File: src/rtl/mem_port_arbiter_pkg.sv
// Shared types for the IF/MEM single-port memory arbiter: FSM states, requester ids,
// memory word address and the latency-counter load helper.
package mem_port_arbiter_pkg;

  localparam int MemAddrWidth = 4;
  localparam int LatWidth     = 4;

  typedef enum logic [1:0] {
    ARB_IDLE   = 2'd0,
    ARB_BUSY_I = 2'd1,
    ARB_BUSY_D = 2'd2
  } ArbState;

  typedef logic [MemAddrWidth-1:0] MemAddr;

  typedef enum logic {
    REQ_IF = 1'b0,
    REQ_D  = 1'b1
  } Requester;

  typedef logic [LatWidth-1:0] LatCount;

  // Cycles from issue to ack: reads wait for the memory pipeline, writes retire next cycle.
  function automatic LatCount lat_load_val(input logic is_read, input int read_lat);
    LatCount val;
    if (is_read) begin
      val = LatCount'(read_lat);
    end else begin
      val = LatCount'(1);
    end
    return val;
  endfunction

endpackage

File: src/rtl/mem_port_arbiter_lat_timer.sv
// Access latency timer: loaded at issue, counts down once per cycle; done marks the
// cycle in which the count reaches zero (the ack cycle).
module arb_lat_timer
  import mem_port_arbiter_pkg::*;
(
  input  logic    clk,
  input  logic    rst_n,
  input  logic    load_i,
  input  LatCount load_val_i,
  output logic    done_o
);

  LatCount cnt_q;
  LatCount cnt_d;

  // Next count: load on issue, otherwise decrement until zero.
  always_comb begin
    cnt_d = cnt_q;
    if (load_i) begin
      cnt_d = load_val_i;
    end else if (cnt_q != LatCount'(0)) begin
      cnt_d = cnt_q - LatCount'(1);
    end else begin
      cnt_d = cnt_q;
    end
  end

  // Count register.
  always_ff @(posedge clk or negedge rst_n) begin
    if (!rst_n) begin
      cnt_q <= LatCount'(0);
    end else begin
      cnt_q <= cnt_d;
    end
  end

  assign done_o = (cnt_q == LatCount'(1));

endmodule

File: src/rtl/mem_port_arbiter.sv
// Arbitrates fetch (IF) and load/store (MEM) requests onto one single-port memory,
// sequencing each access with a fixed read latency and returning per-requester acks.
module mem_port_arbiter
  import mem_port_arbiter_pkg::*;
#(
  parameter int MEM_ADDR_W = MemAddrWidth,
  parameter int READ_LAT   = 2,
  parameter int STARVE_MAX = 4
) (
  input  logic                  clk,
  input  logic                  rst_n,
  input  logic                  if_req,
  input  logic [7:0]            if_addr,
  output logic                  if_ack,
  output logic [31:0]           if_rdata,
  input  logic                  d_req,
  input  logic                  d_we,
  input  logic [31:0]           d_addr,
  input  logic [31:0]           d_wdata,
  output logic                  d_ack,
  output logic [31:0]           d_rdata,
  output logic                  mem_en,
  output logic                  mem_we,
  output logic [MEM_ADDR_W-1:0] mem_addr,
  output logic [31:0]           mem_wdata,
  input  logic [31:0]           mem_rdata,
  output logic                  stall_if,
  output logic                  stall_mem
);

  localparam int StarveW = $clog2(STARVE_MAX + 1);
  typedef logic [StarveW-1:0] starve_t;
  localparam starve_t StarveMax = starve_t'(STARVE_MAX);

  ArbState  state_q;
  ArbState  state_d;
  starve_t  starve_q;
  starve_t  starve_d;
  logic     live_q;
  logic     live_d;
  logic     issue_s;
  Requester grant_s;
  LatCount  lat_load_s;
  logic     lat_done_s;
  logic     if_ack_s;
  logic     d_ack_s;
  logic     unused_addr_bits_s;
  logic [MEM_ADDR_W-1:0] if_word_s;
  logic [MEM_ADDR_W-1:0] d_word_s;

  // Byte addresses fold onto the small word space; high and sub-word bits are dropped.
  assign if_word_s          = if_addr[MEM_ADDR_W+1:2];
  assign d_word_s           = d_addr[MEM_ADDR_W+1:2];
  assign unused_addr_bits_s = ^{if_addr, d_addr};

  // Grant: the older MEM instruction wins unless fetch has been starved long enough.
  always_comb begin
    grant_s = REQ_D;
    if (if_req && (!d_req || (starve_q == StarveMax))) begin
      grant_s = REQ_IF;
    end else begin
      grant_s = REQ_D;
    end
  end

  // FSM next state: issue only from IDLE, ack exactly when the latency timer expires.
  always_comb begin
    state_d  = state_q;
    issue_s  = 1'b0;
    if_ack_s = 1'b0;
    d_ack_s  = 1'b0;
    case (state_q)
      ARB_IDLE: begin
        if (live_q && (if_req || d_req)) begin
          issue_s = 1'b1;
          state_d = (grant_s == REQ_IF) ? ARB_BUSY_I : ARB_BUSY_D;
        end else begin
          state_d = ARB_IDLE;
        end
      end
      ARB_BUSY_I: begin
        if (lat_done_s) begin
          if_ack_s = 1'b1;
          state_d  = ARB_IDLE;
        end else begin
          state_d  = ARB_BUSY_I;
        end
      end
      ARB_BUSY_D: begin
        if (lat_done_s) begin
          d_ack_s = 1'b1;
          state_d = ARB_IDLE;
        end else begin
          state_d = ARB_BUSY_D;
        end
      end
      default: begin
        state_d = ARB_IDLE;
      end
    endcase
  end

  // Starvation counter: counts D grants that bypassed a waiting fetch.
  always_comb begin
    starve_d = starve_q;
    if (!if_req) begin
      starve_d = starve_t'(0);
    end else if (issue_s && (grant_s == REQ_IF)) begin
      starve_d = starve_t'(0);
    end else if (issue_s && (starve_q != StarveMax)) begin
      starve_d = starve_q + starve_t'(1);
    end else begin
      starve_d = starve_q;
    end
  end

  // live_q keeps the command strobe quiet while reset is asserted, even with requests held.
  assign live_d     = 1'b1;
  assign lat_load_s = lat_load_val((grant_s == REQ_IF) || !d_we, READ_LAT);

  // State registers.
  always_ff @(posedge clk or negedge rst_n) begin
    if (!rst_n) begin
      state_q  <= ARB_IDLE;
      starve_q <= starve_t'(0);
      live_q   <= 1'b0;
    end else begin
      state_q  <= state_d;
      starve_q <= starve_d;
      live_q   <= live_d;
    end
  end

  arb_lat_timer u_lat_timer (
    .clk        (clk),
    .rst_n      (rst_n),
    .load_i     (issue_s),
    .load_val_i (lat_load_s),
    .done_o     (lat_done_s)
  );

  // Memory command mux: fields are zero whenever no command is issued.
  always_comb begin
    mem_addr  = '0;
    mem_we    = 1'b0;
    mem_wdata = 32'h0000_0000;
    if (issue_s) begin
      if (grant_s == REQ_IF) begin
        mem_addr = if_word_s;
      end else begin
        mem_addr  = d_word_s;
        mem_we    = d_we;
        mem_wdata = d_we ? d_wdata : 32'h0000_0000;
      end
    end else begin
      mem_addr  = '0;
      mem_we    = 1'b0;
      mem_wdata = 32'h0000_0000;
    end
  end

  assign mem_en    = issue_s;
  assign if_ack    = if_ack_s;
  assign d_ack     = d_ack_s;
  assign if_rdata  = if_ack_s ? mem_rdata : 32'h0000_0000;
  assign d_rdata   = d_ack_s ? mem_rdata : 32'h0000_0000;
  assign stall_if  = if_req & ~if_ack_s;
  assign stall_mem = d_req & ~d_ack_s;

endmodule

File: config.mk
export PLATFORM = sky130hd
export DESIGN_NAME = mem_port_arbiter
export DESIGN_NICKNAME = d
export VERILOG_FILES = /design/src/rtl/mem_port_arbiter_pkg.sv /design/src/rtl/mem_port_arbiter_lat_timer.sv /design/src/rtl/mem_port_arbiter.sv
export SDC_FILE = /design/constraint.sdc
export NUM_CORES = 1
export LEC_CHECK = 0
export ABC_AREA = 1
export BUFFER_PORTS_ARGS = -buffer_cell sky130_fd_sc_hd__buf_4
export CORE_AREA = 4 4 81 83
export DETAILED_ROUTE_END_ITERATION = 6
export DIE_AREA = 0 0 85 87
export PLACE_DENSITY = 0.79
export RECOVER_POWER = 50
export SYNTH_ARGS = -nofsm -noshare
export SYNTH_HDL_FRONTEND = slang
export SYNTH_HIERARCHICAL = 1
export SYNTH_SLANG_ARGS = --single-unit
File: constraint.sdc
create_clock -name clk -period 1.8 [get_ports clk]
set_input_delay 0.18 -clock clk [delete_from_list [all_inputs] [get_ports clk]]
set_output_delay 0.18 -clock clk [all_outputs]
set_load 0.02 [all_outputs]
* Word-level counts from Yosys, hierarchy flattened
Index checks and enable logic that the tools add are counted.
** Storage, ports and cells
- Bits in registers :: 10
- Bits of input ports :: 109
- Output and inout port bits :: 106
** Cells by class
- Add/subtract/negate cells :: 2
- Eq/ne operators :: 6
- Muxes and demuxes :: 25
- Bitwise gates (word level) :: 4
- Reduce and logical (&&, ||, !) cells :: 12
** Operators with widths (number)
- $mux W32 :: 5
- $mux W4 :: 4
- $mux W3 :: 3
- $mux W1 :: 8
- $mux W2 :: 4
- $pmux W2 S3 :: 1
- $eq A4 B1 Y1 const B :: 1
- $logic_and A1 B1 Y1 :: 4
- $reduce_bool A4 Y1 :: 1
- $sub A4 B1 Y4 const B :: 1
- $add A3 B1 Y3 const B :: 1
- $eq A3 B3 Y1 const B :: 1
- $logic_or A1 B1 Y1 :: 3
- $ne A3 B1 Y1 const B :: 1
- $ne A3 B3 Y1 const B :: 1
- $and A1 B1 Y1 :: 2
- $eq A2 B1 Y1 const B :: 1
- $eq A2 B2 Y1 const B :: 1
- $logic_not A1 Y1 :: 2
- $logic_not A2 Y1 :: 1
- $not A1 Y1 :: 2
- $reduce_bool A2 Y1 :: 1

* Depth between registers and ports, before layout
Gate-level depths: netlist (run 1).
- Word-level depth :: 8
- Mapped depth :: 12

* Modules after synthesis
The synthesis (run 1) kept the hierarchy.
** Modules (own cells, without submodules)
- mem_port_arbiter :: times used 1, cells an instance 241, area each 1377.6 um^2, seq. area each 150.1 um^2
- arb_lat_timer :: times used 1, cells an instance 37, area each 291.5 um^2, seq. area each 100.1 um^2

* Worst setup path after synthesis (run 1)
No wires, ideal clock.
- Path kind :: reg-to-output
- Start point :: register u_lat_timer.cnt_q[1]
- End point :: output d_rdata[10]
- Arrival time :: 1.841 ns
- Path slack :: -0.221 ns
- Cell stages (with the launch flop) :: 10
- Cells stage by stage :: dfrtp_1 > inv_1 > ha_1 > inv_1 > nor2_1 > inv_1 > nor2_1 > inv_1 > buf_1 > nor2_1
** Between the ends
- Word-level cells in the longest chain between the ends :: 4
** RTL lines
- start, declared :: line mem_port_arbiter_lat_timer.sv:13 : LatCount cnt_q;
- start signal, assigned :: line mem_port_arbiter_lat_timer.sv:31 : cnt_q <= LatCount'(0);
- start signal, assigned :: line mem_port_arbiter_lat_timer.sv:33 : cnt_q <= cnt_d;
- $eq A4 B1 Y1 :: line mem_port_arbiter_lat_timer.sv:37 : assign done_o = (cnt_q == LatCount'(1));
- net lat_done_s :: line mem_port_arbiter.sv:44 : logic lat_done_s;
- $mux W1 :: line mem_port_arbiter.sv:90 : if (lat_done_s) begin
- $mux W1 :: line mem_port_arbiter.sv:72 : case (state_q)
- net d_ack :: line mem_port_arbiter.sv:20 : output logic d_ack,
- $mux W32 :: line mem_port_arbiter.sv:166 : assign d_rdata = d_ack_s ? mem_rdata : 32'h0000_0000;
- end, declared :: line mem_port_arbiter.sv:21 : output logic [31:0] d_rdata,
The timed path passes the listed nets, and every way through them passes these cells.

* Worst setup path after layout (run 1)
- Start point :: register u_lat_timer.cnt_q[1]
- End point :: output if_rdata[27]
** Between the ends
- Word-level cells in the longest chain between the ends :: 4
** RTL lines
- $eq A4 B1 Y1 :: line mem_port_arbiter_lat_timer.sv:37
- net lat_done_s :: line mem_port_arbiter.sv:44
- $mux W1 :: line mem_port_arbiter.sv:82 : if (lat_done_s) begin
- $mux W1 :: line mem_port_arbiter.sv:72
- $mux W32 :: line mem_port_arbiter.sv:165 : assign if_rdata = if_ack_s ? mem_rdata : 32'h0000_0000;
- end, declared :: line mem_port_arbiter.sv:15 : output logic [31:0] if_rdata,
The timed path passes the listed nets, and every way through them passes these cells.

==> results of run 1 <==
-- cells by family (layout without fill, tap and decap cells) --
| logic type | Yosys count | after routing |
|---|---|---|
| flip-flops | 10 | 10 |
| other | 2 | 3 |
| buffers and inverters | 98 | 322 |
| AND/OR/NAND/NOR | 151 | 151 |
| AO/OA/AOI/OAI | 11 | 11 |
| adder cells (fa/ha/maj) | 5 | 5 |
| XOR/XNOR | 1 | 1 |
-- power by group --
group          internal, uW  switching [uW]
clock network           147            90.2
registers               299            65.4
logic                   987            1130
total                  1430            1280
-- metrics by stage --
step / worst slack [ns] / util (%)
floorplan: -0.0534 / -
global placement: 0.0647 / 59.1
detailed placement: 0.0576 / 59.1
CTS: -0.0768 / 73.3
global route: -0.224 / 78.7
finish: -0.135 / 78.7
-- layer usage --
layer	track usage (%)	wire length, um	vias to the layer above
met1	20.9	3000	1196
met5	0	0	-
met3	4.07	590	25
li1	-	-	1215
met2	46.6	5510	116
met4	8.35	279	0
-- worst register-to-register path, cell delays in order, from the launching register on --
cell     delay [ns]
dfrtp_1        0.39
inv_2          0.09
ha_4           0.14
nand2_4        0.06
buf_6          0.12
buf_6          0.10
buf_4          0.11
buf_4          0.12
buf_6          0.10
nand4_1        0.14
nand2_1        0.11
a21oi_2        0.13
-- sequential cells by signal, summed over array words and instances, names as in the netlist --
signal             flops
u_lat_timer/cnt_q      4
starve_q               3
live_q                 1
state_q                2
-- synthesized netlist by cell type (2+ instances only) --
| master | count |
|---|---|
| nor2_4 | 31 |
| ha_1 | 5 |
| a21oi_1 | 3 |
| buf_12 | 3 |
| nand4_1 | 3 |
| o21ai_1 | 2 |
| nand2_1 | 35 |
| nor2_2 | 2 |
| conb_1 | 2 |
| nor2_1 | 74 |
| inv_1 | 85 |
| buf_1 | 6 |
| dfrtp_1 | 10 |
| o21ai_0 | 4 |
| inv_2 | 3 |
-- worst paths after layout --
check | depth (start not counted) | from | slack [ns] | end
setup / recovery | 10 | u_lat_timer/cnt_q[1]$_DFFE_PN0P_ | -0.13 | if_rdata[27]
hold / removal | 3 | if_req | 0.25 | starve_q[1]$_DFFE_PN0P_
setup reg to reg | 11 | starve_q[1]$_DFFE_PN0P_ | 0.13 | starve_q[1]$_DFFE_PN0P_
hold reg to reg | 2 | starve_q[2]$_DFFE_PN0P_ | 0.66 | starve_q[2]$_DFFE_PN0P_
max in group asynchronous | 2 | rst_n | 0.98 | u_lat_timer/cnt_q[3]$_DFFE_PN0P_
min in group asynchronous | 2 | rst_n | 0.44 | starve_q[1]$_DFFE_PN0P_
-- repair_timing --
| item | in CTS | in global routing |
|---|---|---|
| hold buffers | 1 | 0 |
| cloned | 7 | 2 |
| buffers inserted | 22 | 8 |
| setup endpoints to repair | 101 | 105 |
| hold endpoints to repair | 10 | 0 |
| gates resized for setup | 128 | 63 |
| pin swaps | 15 | 15 |
-- area by class of cell --
cell class / count / area (um2) / share of cell area (%)
Multi-Input combinational cell: 171 / 1540 / 33.3
Sequential cell: 10 / 250 / 5.43
Timing Repair Buffer: 229 / 2320 / 50.3
Tap cell: 75 / 93.8 / 2.04
Timing Repair inverter: 1 / 8.76 / 0.190
Clock buffer: 3 / 41.3 / 0.896
Inverter: 89 / 362 / 7.85
==> flow_summary_export.csv, run 1 <==
group,metric,value,unit
status,status,"finished with violations",
status,failed_checks,"negative setup slack",
place,post_dp_cell_area,0.00346,mm2
setup_path,path_max_fanout,8,
routing,wire_per_inst,16.2,um
layout,fin_nets,619,
synth,synth_cell_types,25,
timing,max_freq,517,MHz
floorplan,core.rowCount,28,
synth,synth_top_family_by_area,"simple AND/OR/NAND/NOR gates",
layout,layout.cells.most_common,"buf_4",
clock_tree,clock_sinks,10,
clock_tree,worstSkewPairLatency,0.24,ns
place,portBuffers,182,
power_and_ir_drop,finalPower,2720,uW
clock_tree,numCtsBuffers,3,
setup_path,startpoint_type,"flip-flop",
power_and_ir_drop,leakagePower,0.00239,uW
layout,area_growth,176,%
layout,antennaDiodeCount,0,
timing,period_share,107,%
clock_tree,clock_path_buffers,2,
global_route,grt.overflow.total,0,
hold_path,hp-class,"in2reg",
layout,layout_common_cells,"116 x buf_4, 96 x buf_6, 90 x nor2_4, 74 x inv_1, 27 x nand2_1",
synth,synth_seq_cells,10,
setup_path,crit_buf_inv,6,
global_route,grt_pass1_vias,2679,
setup_path,critPathRequiredTime,1.62,ns
floorplan,ios,215,
global_route,grt_antenna_before_repair,0,
setup_path,critPathArrivalTime,1.75,ns
timing,fin_ws,-0.135,ns
synth,synth.cell_area,0.00167,mm2
synth,synthCells,278,
floorplan,die_h,87,um
timing,period_needed,1.93,ns
timing,skew,0.00424,ns
timing,fin_setup_tns,-6.85,ns
power_and_ir_drop,vdd_drop_max,0.712,mV
synth,avgSynthCellArea,6.00,um2
power_and_ir_drop,p_per_area,590,mW/mm2
layout,layout-drive-gt1-share,72.8,%
synth,yosys-top-cells-area,"nor2_4 21%, inv_1 19%, nor2_1 17%, dfrtp_1 15%, nand2_1 7.9%",
global_route,grt_first_pass_wirelength,13.3,mm
global_route,grt_max_degree,17,
clock_tree,cts_max_level,1,
setup_path,critical_path.slowest_cell,"dfrtp_1",
synth,synth_edf_count,0,
floorplan,coreArea,0.00585,mm2
synth,synth_compound_area_share,3.90,%
clock_tree,path_clk_slew,0.05,ns
routing,vias,2552,
timing,final_hold_viol_count,0,
layout,stdcell_area,0.00461,mm2
floorplan,die_x,85,um
place,placed_cells,540,
synth,synth_xor_xnor_area_share,0.525,%
synth,yosysWarningCount,6,
synth,async_flop_share,100,%
synth,ys_seq_area_share,15.0,%
global_route,grt_usage,22.2,%
clock_tree,tritoncts,"yes",
setup_path,path_cells,"inv_2 -> ha_4 -> inv_4 -> nor2_4 -> inv_2 -> nor2_4 -> inv_4 -> clkbuf_16 -> nor2_2 -> buf_4",
timing,slew_viol_final,0,
timing,worst_pin_slew,0.573,ns
routing,drt_wl_total,9.37,mm
timing,rsz0062_at_grt,"true",
synth,synthFlopType,"dfrtp_1",
layout,finalNonFillerCells,578,
timing,setup_viol,102,
routing,drc_errors,0,
setup_path,crit_type,"reg2out",
timing,hold_slack,0.247,ns
floorplan,start_util,28.5,%
routing,viasPerCell,4.42,
clock_tree,cts-root-buf,"clkbuf_8",
flow_run,drv_cap,0,
routing,drt_iter0_markers,80,
place,place_congestion,0.859,
layout,nFillCells,346,
setup_path,end_kind,"primary output",
synth,synthAdderAreaFrac,3.75,%
synth,synth_mux_area_share,0,%
routing,first_pass_iters,4,
setup_path,crit_path_max_incr_delay,0.38,ns
synth,yosys.area.top_type_share,20.9,%
routing,ant_nets,0,
synth,synthSimpleGateAreaFrac,51.3,%
place,hpwlAfterDp,5.87,mm
setup_path,cp_top_family,"buffers and inverters",
synth,yosysTopAreaCell,"nor2_4",
floorplan,dieArea,0.00740,mm2
timing,slew_headroom,61.8,%
Note: power is estimated with default switching activity, not from simulation.
==> inputs of run 2 (changes only) <==
- CELL_PAD_IN_SITES_DETAIL_PLACEMENT: unset -> 1
- CELL_PAD_IN_SITES_GLOBAL_PLACEMENT: unset -> 1
- CORE_AREA: 4 4 81 83 -> unset
- CORE_ASPECT_RATIO: unset -> 0.75
- CORE_MARGIN: unset -> 4
- CORE_UTILIZATION: unset -> 19
- DIE_AREA: 0 0 85 87 -> unset
- PLACE_DENSITY: 0.79 -> 0.89
==> flow_summary_export.csv, run 2 (same netlist as run 1, synthesis figures left out) <==
group,metric,value,unit
timing,slew_headroom,53.8,%
status,status,"finished with violations",
timing,slew_viol_final,0,
place,post_dp_cell_area,0.00353,mm2
layout,area_growth,166,%
setup_path,crit_path_max_incr_delay,0.40,ns
floorplan,ios,215,
timing,skew,0.000415,ns
timing,fin_ws,-0.118,ns
clock_tree,cts-root-buf,"clkbuf_16",
setup_path,path_max_fanout,3,
routing,drt_iter0_markers,62,
timing,final_hold_viol_count,0,
timing,period_needed,1.92,ns
setup_path,end_kind,"primary output",
timing,max_freq,521,MHz
global_route,grt_max_degree,12,
routing,wire_per_inst,17.1,um
routing,first_pass_iters,4,
clock_tree,clock_sinks,10,
setup_path,critPathArrivalTime,1.74,ns
global_route,grt_first_pass_wirelength,14.6,mm
floorplan,core.rowCount,29,
floorplan,coreArea,0.00849,mm2
setup_path,critical_path.slowest_cell,"dfrtp_1",
routing,viasPerCell,4.17,
hold_path,hold_path_end,"starve_q[1]$_DFFE_PN0P_",
routing,drt_wl_total,10.4,mm
setup_path,critPathMostFrequentCell,"buf_4",
timing,setup_viol,104,
setup_path,reg2reg_slack,-0.04,ns
layout,largest_reg_flops,4,
floorplan,start_util,19.7,%
setup_path,path_cells,"nor2_2 -> inv_2 -> nor2_4 -> inv_2 -> nor2_4 -> buf_4 -> buf_4 -> buf_4 -> buf_4 -> buf_6",
hold_path,hp-class,"in2reg",
power_and_ir_drop,vdd_drop_max,0.422,mV
layout,stdcell_area,0.00445,mm2
setup_path,startpoint_type,"flip-flop",
setup_path,reg2reg_to,"u_lat_timer/cnt_q[1]$_DFFE_PN0P_",
layout,reg_top3,"u_lat_timer/cnt_q (4), starve_q (3), state_q (2)",
hold_path,min_path_cells,3,
setup_path,critPathRequiredTime,1.62,ns
global_route,grt_pass1_vias,2801,
global_route,grt_usage,18.1,%
timing,hold_slack,0.239,ns
setup_path,crit_type,"reg2out",
layout,antennaDiodeCount,0,
layout,layout_common_cells,"140 x buf_4, 77 x buf_6, 74 x inv_1, 71 x nor2_4, 29 x nor2_2",
floorplan,dieArea,0.0104,mm2
clock_tree,tritoncts,"yes",
layout,layout-drive-gt1-share,73.6,%
routing,ant_nets,0,
setup_path,reg2reg_from,"starve_q[0]$_DFFE_PN0P_",
clock_tree,worstSkewPairLatency,0.25,ns
clock_tree,path_clk_slew,0.05,ns
status,failed_checks,"negative setup slack",
layout,layout.cells.most_common,"buf_4",
layout,largest_register,"u_lat_timer/cnt_q",
clock_tree,numCtsBuffers,3,
routing,vias,2546,
power_and_ir_drop,leakagePower,0.00236,uW
place,place_congestion,0.768,
clock_tree,cts_max_level,1,
flow_run,drv_cap,0,
place,portBuffers,182,
layout,fin_nets,618,
power_and_ir_drop,p_per_area,667,mW/mm2
floorplan,die_x,116,um
setup_path,reg2reg_depth,14,
global_route,grt_antenna_before_repair,0,
floorplan,die_h,89.2,um
place,hpwlAfterDp,6.69,mm
hold_path,holdCritStartpoint,"if_req",
timing,period_share,107,%
clock_tree,clock_path_buffers,2,
routing,drc_errors,0,
timing,worst_pin_slew,0.693,ns
layout,nFillCells,1007,
timing,rsz0062_at_grt,"true",
global_route,grt.overflow.total,0,
-- run 2: cell count changes in the layout (fill, tap and decap cells not counted), sizes merged --
cell / before / now
clkbuf: 6 / 5
inv: 90 / 89
buf: 225 / 227
-- run 2: layout make-up --
cell class / instances / area [um2] / area share (%)
flip-flops and latches: 10 / 250 / 5.63
multi-input cells: 171 / 1470 / 33.1
clock buffers: 4 / 88.8 / 2.00
well taps: 108 / 135 / 3.04
inverters: 89 / 354 / 7.96
repair buffers: 229 / 2150 / 48.3
-- run 2: timing repair --
action / 4_1_cts / 5_1_grt
gates cloned: 3 / 0
setup buffers: 25 / 5
gates resized for setup: 114 / 36
pin swaps: 7 / 13
endpoints found under the setup margin: 102 / 110
hold buffers: 1 / 0
endpoints found under the hold margin: 10 / 0
-- run 2: how the worst max path moves through the flow --
stage / from / end / slack (ns) / cells past startpoint
4_1_cts: starve_q[0]$_DFFE_PN0P_ / mem_wdata[16] / -0.09 / 11
3_3_place_gp: u_lat_timer/cnt_q[1]$_DFFE_PN0P_ / d_rdata[4] / 0.06 / 10
5_1_grt: u_lat_timer/cnt_q[2]$_DFFE_PN0P_ / d_ack / -0.19 / 10
2_1_floorplan: u_lat_timer/cnt_q[1]$_DFFE_PN0P_ / d_rdata[14] / -0.05 / 9
6_report: u_lat_timer/cnt_q[2]$_DFFE_PN0P_ / d_ack / -0.12 / 10
3_5_place_dp: u_lat_timer/cnt_q[1]$_DFFE_PN0P_ / d_rdata[29] / 0.008 / 10
-- run 2: critical path: cells and delay by family (launching register included) --
| kind | cells | cell delay [ns] |
|---|---|---|
| simple gates | 3 | 0.43 |
| buf+inv | 7 | 0.66 |
| flops | 1 | 0.40 |
-- run 2: routing by layer --
layer	routed length, um	GRT usage (%)	vias up
li1	-	-	1208
met1	3690	19.6	1205
met2	5750	36.4	113
met3	694	2.98	20
met4	286	4.64	0
met5	0	0	-
-- run 2: where the power goes --
group          internal, uW  switching [uW]  total, uW  leakage, uW
combinational           971            1160       2130      0.00219
clock                   338             141        478    0.0000442
sequential              299            59.1        358     0.000126
total                  1610            1360       2970      0.00236
-- run 2: metrics by stage --
step | utilization [%] | worst slack, ns | setup TNS (ns) | power, uW | instances
2_1_floorplan | - | -0.0534 | -2.24 | 1230 | 279
3_3_place_gp | 41.6 | 0.0560 | 0 | 1780 | 576
3_5_place_dp | 41.6 | 0.00832 | 0 | 1850 | 576
4_1_cts | 50.8 | -0.0949 | -3.28 | 2730 | 609
5_1_grt | 52.4 | -0.185 | -14.54 | 3120 | 611
6_report | 52.4 | -0.118 | -6.87 | 2970 | 611
==> inputs of run 3 (changes only) <==
- MAX_ROUTING_LAYER: unset -> met4
- SKIP_CTS_REPAIR_TIMING: unset -> 1
- SLEW_MARGIN: unset -> 10
==> flow_summary_export.csv, run 3 (same netlist as run 1, synthesis figures left out) <==
group,metric,value,unit
setup_path,end_kind,"primary output",
setup_path,critPathRequiredTime,1.62,ns
place,hpwlAfterDp,6.69,mm
global_route,grt_first_pass_wirelength,10.9,mm
setup_path,reg2reg_depth,13,
routing,vias,2535,
flow_run,drv_cap,0,
layout,antennaDiodeCount,0,
timing,hold_slack,0.228,ns
routing,drt_wl_total,10.9,mm
setup_path,crit_type,"reg2out",
setup_path,reg2reg_to,"u_lat_timer/cnt_q[1]$_DFFE_PN0P_",
layout,layout.cells.most_common,"buf_6",
layout,seq_area,250,um2
routing,drc_errors,0,
place,portBuffers,182,
timing,period_needed,2.10,ns
global_route,grt_busiest_layer,"met2",
setup_path,crit_path_max_incr_delay,0.42,ns
power_and_ir_drop,pwr-share-clk,16.7,%
clock_tree,worstSkewPairLatency,0.25,ns
hold_path,hp-class,"in2reg",
setup_path,crit_buf_inv,4,
layout,fin_nets,608,
routing,first_pass_iters,4,
place,placed_cells,576,
layout,largest_reg_flops,4,
routing,wire_per_inst,18.2,um
timing,worst_pin_slew,0.653,ns
layout,largest_register,"u_lat_timer/cnt_q",
setup_path,path_cells,"inv_2 -> ha_4 -> nand2_2 -> nand2_2 -> nand2_2 -> nand2_4 -> nor2_8 -> clkinv_8 -> buf_12 -> nor2_4 -> buf_6",
floorplan,coreArea,0.00849,mm2
layout,finalNonFillerCells,601,
timing,max_freq,477,MHz
routing,ant_nets,0,
power_and_ir_drop,p_comb_share,70.1,%
setup_path,critPathArrivalTime,1.92,ns
setup_path,endpoint,"mem_wdata[24]",
global_route,grt_max_degree,23,
floorplan,die_h,89.2,um
setup_path,cp_top_family,"simple AND/OR/NAND/NOR gates",
power_and_ir_drop,leakagePower,0.00235,uW
clock_tree,clock_sinks,10,
global_route,grt_pass1_vias,2383,
status,failed_checks,"negative setup slack",
setup_path,reg2reg_slack,0.08,ns
place,place_congestion,0.779,
floorplan,die_x,116,um
floorplan,core.rowCount,29,
global_route,grt_antenna_before_repair,0,
timing,slew_headroom,56.5,%
clock_tree,cts-root-buf,"clkbuf_16",
timing,rsz0062_at_grt,"true",
global_route,grt.overflow.total,0,
power_and_ir_drop,p_per_area,603,mW/mm2
power_and_ir_drop,vdd_drop_max,0.427,mV
setup_path,startpoint_type,"flip-flop",
power_and_ir_drop,swShare,46.1,%
layout,reg_top3,"u_lat_timer/cnt_q (4), starve_q (3), state_q (2)",
place,dp_slack,0.00832,ns
layout,multi_input_comb_area,0.00155,mm2
power_and_ir_drop,finalPower,2780,uW
routing,drt_iter0_markers,50,
setup_path,critPathMostFrequentCell,"nand2_2",
timing,period_share,116,%
layout,layout-drive-gt1-share,71.8,%
global_route,grtUsageMet2,25.6,%
global_route,grt_usage,13.2,%
layout,layout_common_cells,"104 x buf_6, 98 x buf_4, 97 x nor2_4, 73 x inv_1, 29 x nand2_1",
global_route,use_met1,14.2,%
global_route,grtUsageMet3,2.37,%
timing,skew,0.00490,ns
timing,slew_viol_final,0,
power_and_ir_drop,power.internal,1500,uW
status,status,"finished with violations",
floorplan,dieArea,0.0104,mm2
timing,fin_ws,-0.295,ns
floorplan,ios,215,
setup_path,critical_path.startpoint,"starve_q[0]$_DFFE_PN0P_",
timing,setup_viol,103,
routing,viasPerCell,4.22,
timing,final_hold_viol_count,0,
setup_path,reg2reg_from,"starve_q[0]$_DFFE_PN0P_",
layout,area_growth,176,%
power_and_ir_drop,p_sw,1280,uW
clock_tree,cts_max_level,1,
setup_path,path_max_fanout,7,
clock_tree,tritoncts,"yes",
floorplan,start_util,19.7,%
setup_path,worst-path-stages,11,
clock_tree,path_clk_slew,0.05,ns
layout,nFillCells,968,
setup_path,critical_path.slowest_cell,"dfrtp_1",
clock_tree,numCtsBuffers,3,
power_and_ir_drop,seqPwrFrac,13.2,%
clock_tree,clock_path_buffers,2,
==> run 3: cell types whose count changed in the layout (fill, tap and decap cells not counted), moves of 3 or more <==
cell,previous run,this run
buf_4,140,98
buf_6,77,104
nor2_4,71,97
nor2_2,29,5
clkbuf_16,3,7
buf_16,3,0
ha_1,1,4
nand2_1,26,29
==> run 3: cell type report <==
class | count | share of cell area [%]
inverter | 89 | 7.84
timing repair buffer | 219 | 48.3
sequential | 10 | 5.43
clock buffer | 4 | 1.93
multi-input combinational | 171 | 33.6
tap | 108 | 2.93
==> run 3: through the flow <==
step                area (um2)  util [%]  setup TNS [ns]
finish                    4610      54.3          -20.71
global route              4610      54.3          -29.49
detailed placement        3530      41.6               0
floorplan                 1930         -           -2.24
global placement          3530      41.6               0
CTS                       3620      42.6          -20.89
==> run 3: worst min path at each step <==
stage / from / to / slack, ns / depth (start not counted)
finish: if_req / starve_q[1]$_DFFE_PN0P_ / 0.23 / 3
global route: if_req / starve_q[1]$_DFFE_PN0P_ / 0.24 / 3
CTS: rst_n / starve_q[1]$_DFFE_PN0P_ / -0.23 / 1
detailed placement: rst_n / u_lat_timer/cnt_q[2]$_DFFE_PN0P_ / 0.02 / 1
global placement: rst_n / u_lat_timer/cnt_q[2]$_DFFE_PN0P_ / 0.02 / 1
floorplan: rst_n / live_q$_DFF_PN0_ / -0.12 / 0
==> run 3: worst min-delay path: stages <==
cell,delay [ns]
buf_4,0.15
nand2_1,0.07
a21oi_1,0.04
==> run 3: power by group through the flow <==
stage	clock (uW)	sequential (uW)	combinational [uW]
4_1_cts	460	353	1500
3_5_place_dp	0	356	1490
3_3_place_gp	0	348	1430
6_report	463	367	1950
5_1_grt	493	374	2080
2_1_floorplan	0	345	886
==> run 3: layer usage <==
metal | wire length [um] | share of wire, % | vias up
met5 | 0 | 0 | -
met4 | 468 | 4.3 | 0
met3 | 764 | 7.0 | 29
met2 | 6210 | 57 | 116
met1 | 3490 | 32 | 1197
li1 | - | - | 1193
